[src/rtl/moving_average_filter_p.sv]
// Stereo moving-average filter using external SRAM as a per-channel delay line.
// Power-of-two window, shift gain with saturation, bypass, and flush on reset/window change.
module moving_average_filter_p #(
    parameter int unsigned W            = 16,
    parameter int unsigned LOG2_MAX_LEN = 7,
    parameter int unsigned ADDR_W       = 18,
    parameter int unsigned GAIN_SHIFT   = 1
) (
    input  logic                    BCK,
    input  logic                    RESET_N,
    input  logic                    LRCK,
    input  logic signed [W-1:0]     inL,
    input  logic signed [W-1:0]     inR,
    input  logic signed [W-1:0]     memoryRead,
    input  logic [2:0]              len_log2,
    input  logic                    bypass,
    output logic [ADDR_W-1:0]       addr_out,
    output logic [W-1:0]            data_out,
    output logic                    rwb,
    output logic signed [W-1:0]     outL,
    output logic signed [W-1:0]     outR,
    output logic                    busy,
    output logic                    sat
);
    localparam int unsigned ACC_W   = W + LOG2_MAX_LEN;
    localparam int unsigned EXT_W   = ACC_W + GAIN_SHIFT;
    localparam int unsigned IDX_W   = LOG2_MAX_LEN;
    localparam int unsigned FLUSH_W = LOG2_MAX_LEN + 2;
    localparam int unsigned CNT_W   = 8;

    localparam logic [FLUSH_W-1:0]      FLUSH_LAST = FLUSH_W'((4 << LOG2_MAX_LEN) - 1);
    localparam logic signed [EXT_W-1:0] SAT_HI     = EXT_W'({(W-1){1'b1}});
    localparam logic signed [EXT_W-1:0] SAT_LO     = ~SAT_HI;

    localparam logic [1:0] ST_FLUSH = 2'd0;
    localparam logic [1:0] ST_WAIT  = 2'd1;
    localparam logic [1:0] ST_RUN   = 2'd2;

    logic [1:0]               state, state_d;
    logic [FLUSH_W-1:0]       fcnt, fcnt_d;
    logic [CNT_W-1:0]         cnt, cnt_d;
    logic                     lrck_prev;
    logic                     ch, ch_d;
    logic [IDX_W-1:0]         idx, idx_d;
    logic signed [ACC_W-1:0]  acc_l, acc_l_d;
    logic signed [ACC_W-1:0]  acc_r, acc_r_d;
    logic [2:0]               len_act, len_act_d;

    logic [ADDR_W-1:0]        addr_d;
    logic [W-1:0]             data_d;
    logic                     rwb_d;
    logic signed [W-1:0]      outl_d, outr_d;
    logic                     busy_d, sat_d;

    logic                     lrck_edge;
    logic [2:0]               len_req;
    logic [IDX_W-1:0]         idx_mask, idx_inc;
    logic signed [W-1:0]      in_cur;
    logic signed [ACC_W-1:0]  acc_cur, acc_upd, acc_shr;
    logic signed [EXT_W-1:0]  acc_ext;
    logic                     clip_hi, clip_lo;
    logic signed [W-1:0]      filt, out_val;

    // Datapath: window clamp, accumulator update and saturating filter output
    always_comb begin
        lrck_edge = (LRCK != lrck_prev);
        len_req   = (32'(len_log2) > LOG2_MAX_LEN) ? 3'(LOG2_MAX_LEN) : len_log2;
        idx_mask  = IDX_W'((32'd1 << len_act) - 32'd1);
        idx_inc   = (idx + IDX_W'(1)) & idx_mask;
        in_cur    = ch ? inR : inL;
        acc_cur   = ch ? acc_r : acc_l;
        acc_upd   = acc_cur + ACC_W'(in_cur) - ACC_W'(memoryRead);
        acc_shr   = acc_cur >>> len_act;
        acc_ext   = EXT_W'(acc_shr) <<< GAIN_SHIFT;
        clip_hi   = (acc_ext > SAT_HI);
        clip_lo   = (acc_ext < SAT_LO);
        if (clip_hi) begin
            filt = SAT_HI[W-1:0];
        end else if (clip_lo) begin
            filt = SAT_LO[W-1:0];
        end else begin
            filt = acc_ext[W-1:0];
        end
        out_val = bypass ? in_cur : filt;
    end

    // Next-state and output logic
    always_comb begin
        state_d   = state;
        fcnt_d    = fcnt;
        ch_d      = ch;
        idx_d     = idx;
        acc_l_d   = acc_l;
        acc_r_d   = acc_r;
        len_act_d = len_act;
        addr_d    = addr_out;
        data_d    = data_out;
        rwb_d     = rwb;
        outl_d    = outL;
        outr_d    = outR;
        busy_d    = busy;
        sat_d     = sat;
        cnt_d     = lrck_edge ? CNT_W'(1) : ((cnt == '1) ? cnt : cnt + CNT_W'(1));

        case (state)
            ST_FLUSH: begin
                busy_d = 1'b1;
                outl_d = '0;
                outr_d = '0;
                if (!fcnt[0]) begin
                    addr_d = ADDR_W'(fcnt[FLUSH_W-1:1]);
                    data_d = '0;
                    rwb_d  = 1'b0;
                end else begin
                    rwb_d  = 1'b1;
                end
                fcnt_d = fcnt + FLUSH_W'(1);
                if (fcnt == FLUSH_LAST) begin
                    fcnt_d    = '0;
                    acc_l_d   = '0;
                    acc_r_d   = '0;
                    idx_d     = '0;
                    len_act_d = len_req;
                    busy_d    = 1'b0;
                    state_d   = ST_WAIT;
                end
            end
            ST_WAIT: begin
                rwb_d = 1'b1;
                if (lrck_edge) begin
                    state_d = ST_RUN;
                    ch_d    = ~LRCK;
                    addr_d  = ADDR_W'({~LRCK, idx});
                end
            end
            ST_RUN: begin
                if (lrck_edge && (len_req != len_act)) begin
                    // Window change: drop this slot and rebuild the delay line
                    state_d = ST_FLUSH;
                    fcnt_d  = '0;
                    busy_d  = 1'b1;
                    rwb_d   = 1'b1;
                    outl_d  = '0;
                    outr_d  = '0;
                end else begin
                    case (cnt_d)
                        CNT_W'(1): begin
                            ch_d   = ~LRCK;
                            addr_d = ADDR_W'({~LRCK, idx});
                            rwb_d  = 1'b1;
                        end
                        CNT_W'(3): begin
                            if (ch) begin
                                acc_r_d = acc_upd;
                            end else begin
                                acc_l_d = acc_upd;
                            end
                            data_d = in_cur;
                            rwb_d  = 1'b0;
                        end
                        CNT_W'(4): begin
                            rwb_d = 1'b1;
                            if (ch) begin
                                outr_d = out_val;
                            end else begin
                                outl_d = out_val;
                            end
                            if (!bypass && (clip_hi || clip_lo)) begin
                                sat_d = 1'b1;
                            end
                        end
                        CNT_W'(5): begin
                            if (ch) begin
                                idx_d = idx_inc;
                            end
                        end
                        default: ;
                    endcase
                end
            end
            default: begin
                state_d = ST_FLUSH;
                fcnt_d  = '0;
                busy_d  = 1'b1;
                rwb_d   = 1'b1;
            end
        endcase
    end

    // State and output registers
    always_ff @(posedge BCK) begin
        if (!RESET_N) begin
            state     <= ST_FLUSH;
            fcnt      <= '0;
            cnt       <= '1;
            lrck_prev <= LRCK;
            ch        <= 1'b0;
            idx       <= '0;
            acc_l     <= '0;
            acc_r     <= '0;
            len_act   <= len_req;
            addr_out  <= '0;
            data_out  <= '0;
            rwb       <= 1'b1;
            outL      <= '0;
            outR      <= '0;
            busy      <= 1'b1;
            sat       <= 1'b0;
        end else begin
            state     <= state_d;
            fcnt      <= fcnt_d;
            cnt       <= cnt_d;
            lrck_prev <= LRCK;
            ch        <= ch_d;
            idx       <= idx_d;
            acc_l     <= acc_l_d;
            acc_r     <= acc_r_d;
            len_act   <= len_act_d;
            addr_out  <= addr_d;
            data_out  <= data_d;
            rwb       <= rwb_d;
            outL      <= outl_d;
            outR      <= outr_d;
            busy      <= busy_d;
            sat       <= sat_d;
        end
    end

endmodule

[config.mk]
export PLATFORM = sky130hd
export DESIGN_NAME = moving_average_filter_p
export DESIGN_NICKNAME = d
export VERILOG_FILES = /design/src/rtl/moving_average_filter_p.sv
export SDC_FILE = /design/constraint.sdc
export NUM_CORES = 1
export LEC_CHECK = 0
export BUFFER_PORTS_ARGS = -buffer_cell sky130_fd_sc_hd__buf_2
export CAP_MARGIN = 20
export CELL_PAD_IN_SITES_DETAIL_PLACEMENT = 1
export CELL_PAD_IN_SITES_GLOBAL_PLACEMENT = 1
export CORE_MARGIN = 2
export CORE_UTILIZATION = 40
export CTS_CLUSTER_SIZE = 14
export DETAILED_ROUTE_END_ITERATION = 7
export PLACE_DENSITY = 0.75
export SLEW_MARGIN = 20
export SYNTH_ARGS = -nofsm -noshare
export SYNTH_HDL_FRONTEND = slang
export SYNTH_SLANG_ARGS = --single-unit
[constraint.sdc]
create_clock -name BCK -period 12.2 [get_ports BCK]
set_input_delay 0.61 -clock BCK [delete_from_list [all_inputs] [get_ports BCK]]
set_output_delay 0.61 -clock BCK [all_outputs]
set_load 0.02 [all_outputs]
### Yosys cells after proc, flatten, opt, wreduce, memory -nomap -nowiden

Index checks and enable logic that the tools add are counted.
W data, S select, Z words.

* output and inout port bits: 69
* input port bits: 55
* logic and storage cells: 136
* register bits after elaboration: 146

* mux-type cells: 59
* bitwise logic cells: 4
* reduce and logical (&&, ||, !) cells: 21
* $add $sub $neg: 6
* order comparisons: 2
* equal/unequal tests: 26
* shift-type cells: 2

Operators with widths (count)
* $mux W16: 13
* $mux W23: 8
* $pmux W16 S2: 3
* $pmux W23 S2: 2
* $mux W18: 4
* $pmux W18 S3: 1
* $mux W7: 4
* $pmux W9 S3: 1
* $gt A24 B16 Y1 const B: 1
* $lt A24 B16 Y1 const B: 1
* $add A23 B16 Y23: 1
* $sshr A23 B3 Y23: 1
* $sub A23 B16 Y23: 1
* $reduce_and A5 Y1: 4
* $mux W9: 2
* $eq A8 B3 Y1 const B: 2
* $mux W8: 2
* $ne A2 B2 Y1 const B: 8
* $pmux W7 S2: 1
* $reduce_and A4 Y1: 3
* $add A9 B1 Y9 const B: 1
* $eq A9 B9 Y1 const B: 1
* $mux W3: 3
* $reduce_and A3 Y1: 3
* other kinds (30): 49

### Depth between registers and ports, before layout

* depth in word-level cells: 10
* depth in mapped cells: 16
* depth with buffers taken out: 12

### Worst setup path before layout

OpenSTA, ideal clock, no wires.

* path type: flip-flop to flip-flop
* start point: register ch
* end point: register acc_l[22]
* setup time: 120 ps
* clock period less this slack: 4680 ps
* cell stages (with the launch flop): 16
* path buffers: 6
* slack: 7520 ps
* arrival time: 4560 ps
* required time: 12080 ps
* path through: dfxtp_1 > buf_2 > buf_2 > clkbuf_1 > buf_2 > clkbuf_1 > mux2_2 > fa_1 > ha_1 > clkbuf_1 > a21o_1 > a31oi_1 > o21ai_0 > a2111oi_0 > nor2_1 > a211o_1

* longest elaborated chain between the ends: 7
* elaborated cells on any way between the ends: 10
* those cells by class: add/sub (2); eq/ne (1); mux (6); reduce/logical (1)

RTL lines
* start: declaration: RTL line 43 `logic ch, ch_d;`
* start signal: assignment: RTL line 214 `ch <= ch_d;`
* $mux W23 or $mux W16 (tied branches): RTL line 71, 70
* $add A23 B16 Y23: RTL line 72 `acc_upd = acc_cur + ACC_W'(in_cur) - ACC_W'(memoryRead);`
* $sub A23 B16 Y23: RTL line 72
* $mux W23: RTL line 153 `if (ch) begin`
* $mux W23: RTL line 146 `case (cnt_d)`
* $mux W23: RTL line 137 `if (lrck_edge && (len_req != len_act)) begin`
* $pmux W23 S2: RTL line 105 `case (state)`
* end signal: assignment: RTL line 216 `acc_l <= acc_l_d;`
* end: declaration: RTL line 45 `logic signed [ACC_W-1:0] acc_l, acc_l_d;`

Parallel ways exist; a longest one is shown, timed or not. The select of a mux whose other input is x is not followed.
A chain may end at the register's enable or synchronous reset.

### Worst setup path in the final report

Same ends and word-level chain as after synthesis.

==> metrics.cfg <==
[place]
routabilityCongestion = 0.915
hpwl_mm = 23.8
place.port_buffers = 113
dp_slack_ns = 7.14
placed_cells_incl_taps = 1532

[routing]
drc = 0
drt_iter0_markers = 714
totalWireLength_mm = 32.6
dr_wl_met2_mm = 14.7
drt-wirelength-per-cell_um = 20.8
wl_met3_mm = 2.02
vias = 9297
wl_met1_mm = 15.1
highest_layer = met4
vias_per_cell = 5.94
drt_pre_antenna_iters = 5
ant_nets = 0

[timing]
post-route-min-period_ns = 5.40
report.final.slew_viol_count = 0
setup_viol = 0
tns_ns = 0
max_slew_margin = 0.276
hold_viol_final = 0
grt_setup_unrepaired = false
worst_slack_ns = 6.80
tightest_slew_ns = 1.06
period_share = 0.443
maxClockFrequency_mhz = 185
fin_skew_ns = 0.0249

[finish]
drive_above_1_share = 0.165
mostFrequentLayoutCells = 160 x nand2_1, 132 x dfxtp_1, 113 x buf_2, 87 x a21oi_1, 82 x mux2i_1
seq_area_sq_mm = 0.00276
final_common_cell = nand2_1
multiInputGateArea_sq_mm = 0.00631
diodes = 0
area_delta_synth_final_pct = 14.3
fin_cells = 1564
fill_cells = 2857
final_nets = 1342

[power_and_ir_drop]
vdd_ir_drop_max_uv = 66.2
p_per_area_mw_per_mm2 = 110
leakage_nw = 4.38

[cts]
cts_tree = built
ctsHoldBuffers = 0
post_cts_buffers = 0
cts_root_buf = clkbuf_16
clk_path_buf_depth = 2
cts_resized = 0
clock-sinks = 136
path_clk_slew_ns = 0.07
worst_skew_pair.late_latency_ns = 0.45
numCtsBuffers = 17
htreeDepth = 4

[setup_path]
slowest_delay_ns = 0.94
r2r_end = acc_l[22]
cp-start-kind = flip-flop
worst-path-buf-inv = 2
critPathMaxFanout = 48
crit_start = ch
rr_worst_depth = 12
cp_data_arrival_time_ns = 5.71
crit_path_end = acc_l[22]
path_delay_family = compound AO/OA/AOI/OAI gates
ff2ff_setup_slack_ns = 6.80
crit_path_end_kind = flip-flop
slowest_stage = a2111oi_0
cp.required_ns = 12.51
crit_chain = buf_4 -> mux2i_1 -> fa_1 -> inv_1 -> ha_1 -> a211oi_1 -> o31ai_1 -> a221oi_1 -> o21bai_1 -> a2111oi_0 -> nor2_1 -> a211o_1
critical_path_class = reg2reg
reg2reg_from = ch
crit_cells = 12

[floorplan]
core_sq_mm = 0.0235
die_h_um = 159
initial_core_util = 0.407
ioPinCount = 124
rows = 56
die_w_um = 159
dieArea_sq_mm = 0.0251

[global_routing]
grt_first_pass_wirelength_mm = 50.8
grt.overflow.total = 0
track_usage = 0.262
grt_pass1_vias = 9193
grt_max_degree = 65
antenna_found_initial = 0

[outcome]
status = finished, final reports clean

[logic_synthesis]
syn_area_per_cell_sq_um = 8.25
synth-seq-cells = 136
seq_area_frac_synth = 0.288
synth_cell_types = 76
ys_async_sr_fraction = 0
ys_warn_count = 0
synth_top_flop_cell = dfxtp_1
synth_cells = 1157
synthesis.area_sq_mm = 0.00955
synth-edff-count = 3

[job]
drv_cap = 0

[min_path]
holdCritPathClass = in2reg

==> power by group <==
group / leakage, nW / switching, mW / internal, mW
Combinational: 2.99 / 0.139 / 0.0761
Clock: 0.281 / 0.235 / 0.290
Sequential: 1.11 / 0.00795 / 0.452
Total: 4.38 / 0.382 / 0.818
==> sequential cells by signal (all words and copies together) (netlist names) <==
signal     count
cnt            8
rwb            1
acc_r         23
sat            1
outR          16
ch             1
outL          16
idx            7
len_act        3
addr_out       8
lrck_prev      1
busy           1
fcnt           9
acc_l         23
data_out      16
state          2
==> cells by family (layout without fill, tap and decap cells) <==
family / Yosys count / after routing / synth area share
simple gates: 421 / 421 / 0.212
compound gates: 278 / 278 / 0.200
flops: 136 / 136 / 0.288
buf+inv: 128 / 207 / 0.0557
mux: 111 / 111 / 0.130
fa+ha+maj: 55 / 55 / 0.0894
xor+xnor: 27 / 27 / 0.0248
other cells: 1 / 10 / 0.000393
==> routing by layer <==
layer / track usage / vias up
li1: - / 4354
met2: 0.416 / 284
met1: 0.363 / 4602
met3: 0.0493 / 57
met4: 0.0755 / 0
met5: 0 / -
==> Yosys cell counts, drive strengths merged (20+ instances only) <==
library cell	count	area, sq um
nand2	160	601
dfxtp	133	2660
a21oi	87	435
mux2i	82	821
nor2	69	259
nand3	58	290
clkbuf	56	210
inv	46	173
o21ai	38	190
ha	33	413
buf	26	149
fa	22	440
mux2	21	236
or3	20	125
==> area by class of cell <==
type | instances | area share
Inverter | 46 | 0.0158
Tap cell | 319 | 0.0366
Timing Repair Buffer | 129 | 0.0628
Clock buffer | 18 | 0.0393
Clock inverter | 14 | 0.0143
Sequential cell | 136 | 0.253
Multi-Input combinational cell | 902 | 0.579
==> through the flow <==
step	hold slack (ns)	util	instance area (sq um)	total power [mW]
after global routing	0.380	0.465	10900	1.25
final	0.388	0.465	10900	1.20
after CTS	0.370	0.465	10900	1.20
after detailed placement	0.444	0.440	10300	0.680
after global placement	0.435	0.440	10300	0.676
after floorplan	0.433	-	9580	0.620
==> how the worst min path moves through the flow <==
| stage | startpoint | cells after the start | endpoint | slack, ns |
|---|---|---|---|---|
| after CTS | LRCK | 1 | lrck_prev | 0.37 |
| after global routing | len_log2[0] | 1 | len_act[0] | 0.38 |
| final | LRCK | 1 | lrck_prev | 0.39 |
| after global placement | data_out[9] | 2 | data_out[9] | 0.43 |
| after floorplan | acc_l[11] | 2 | acc_l[11] | 0.43 |
| after detailed placement | data_out[9] | 2 | data_out[9] | 0.44 |
No activity file was read; power rests on OpenSTA's default activity.
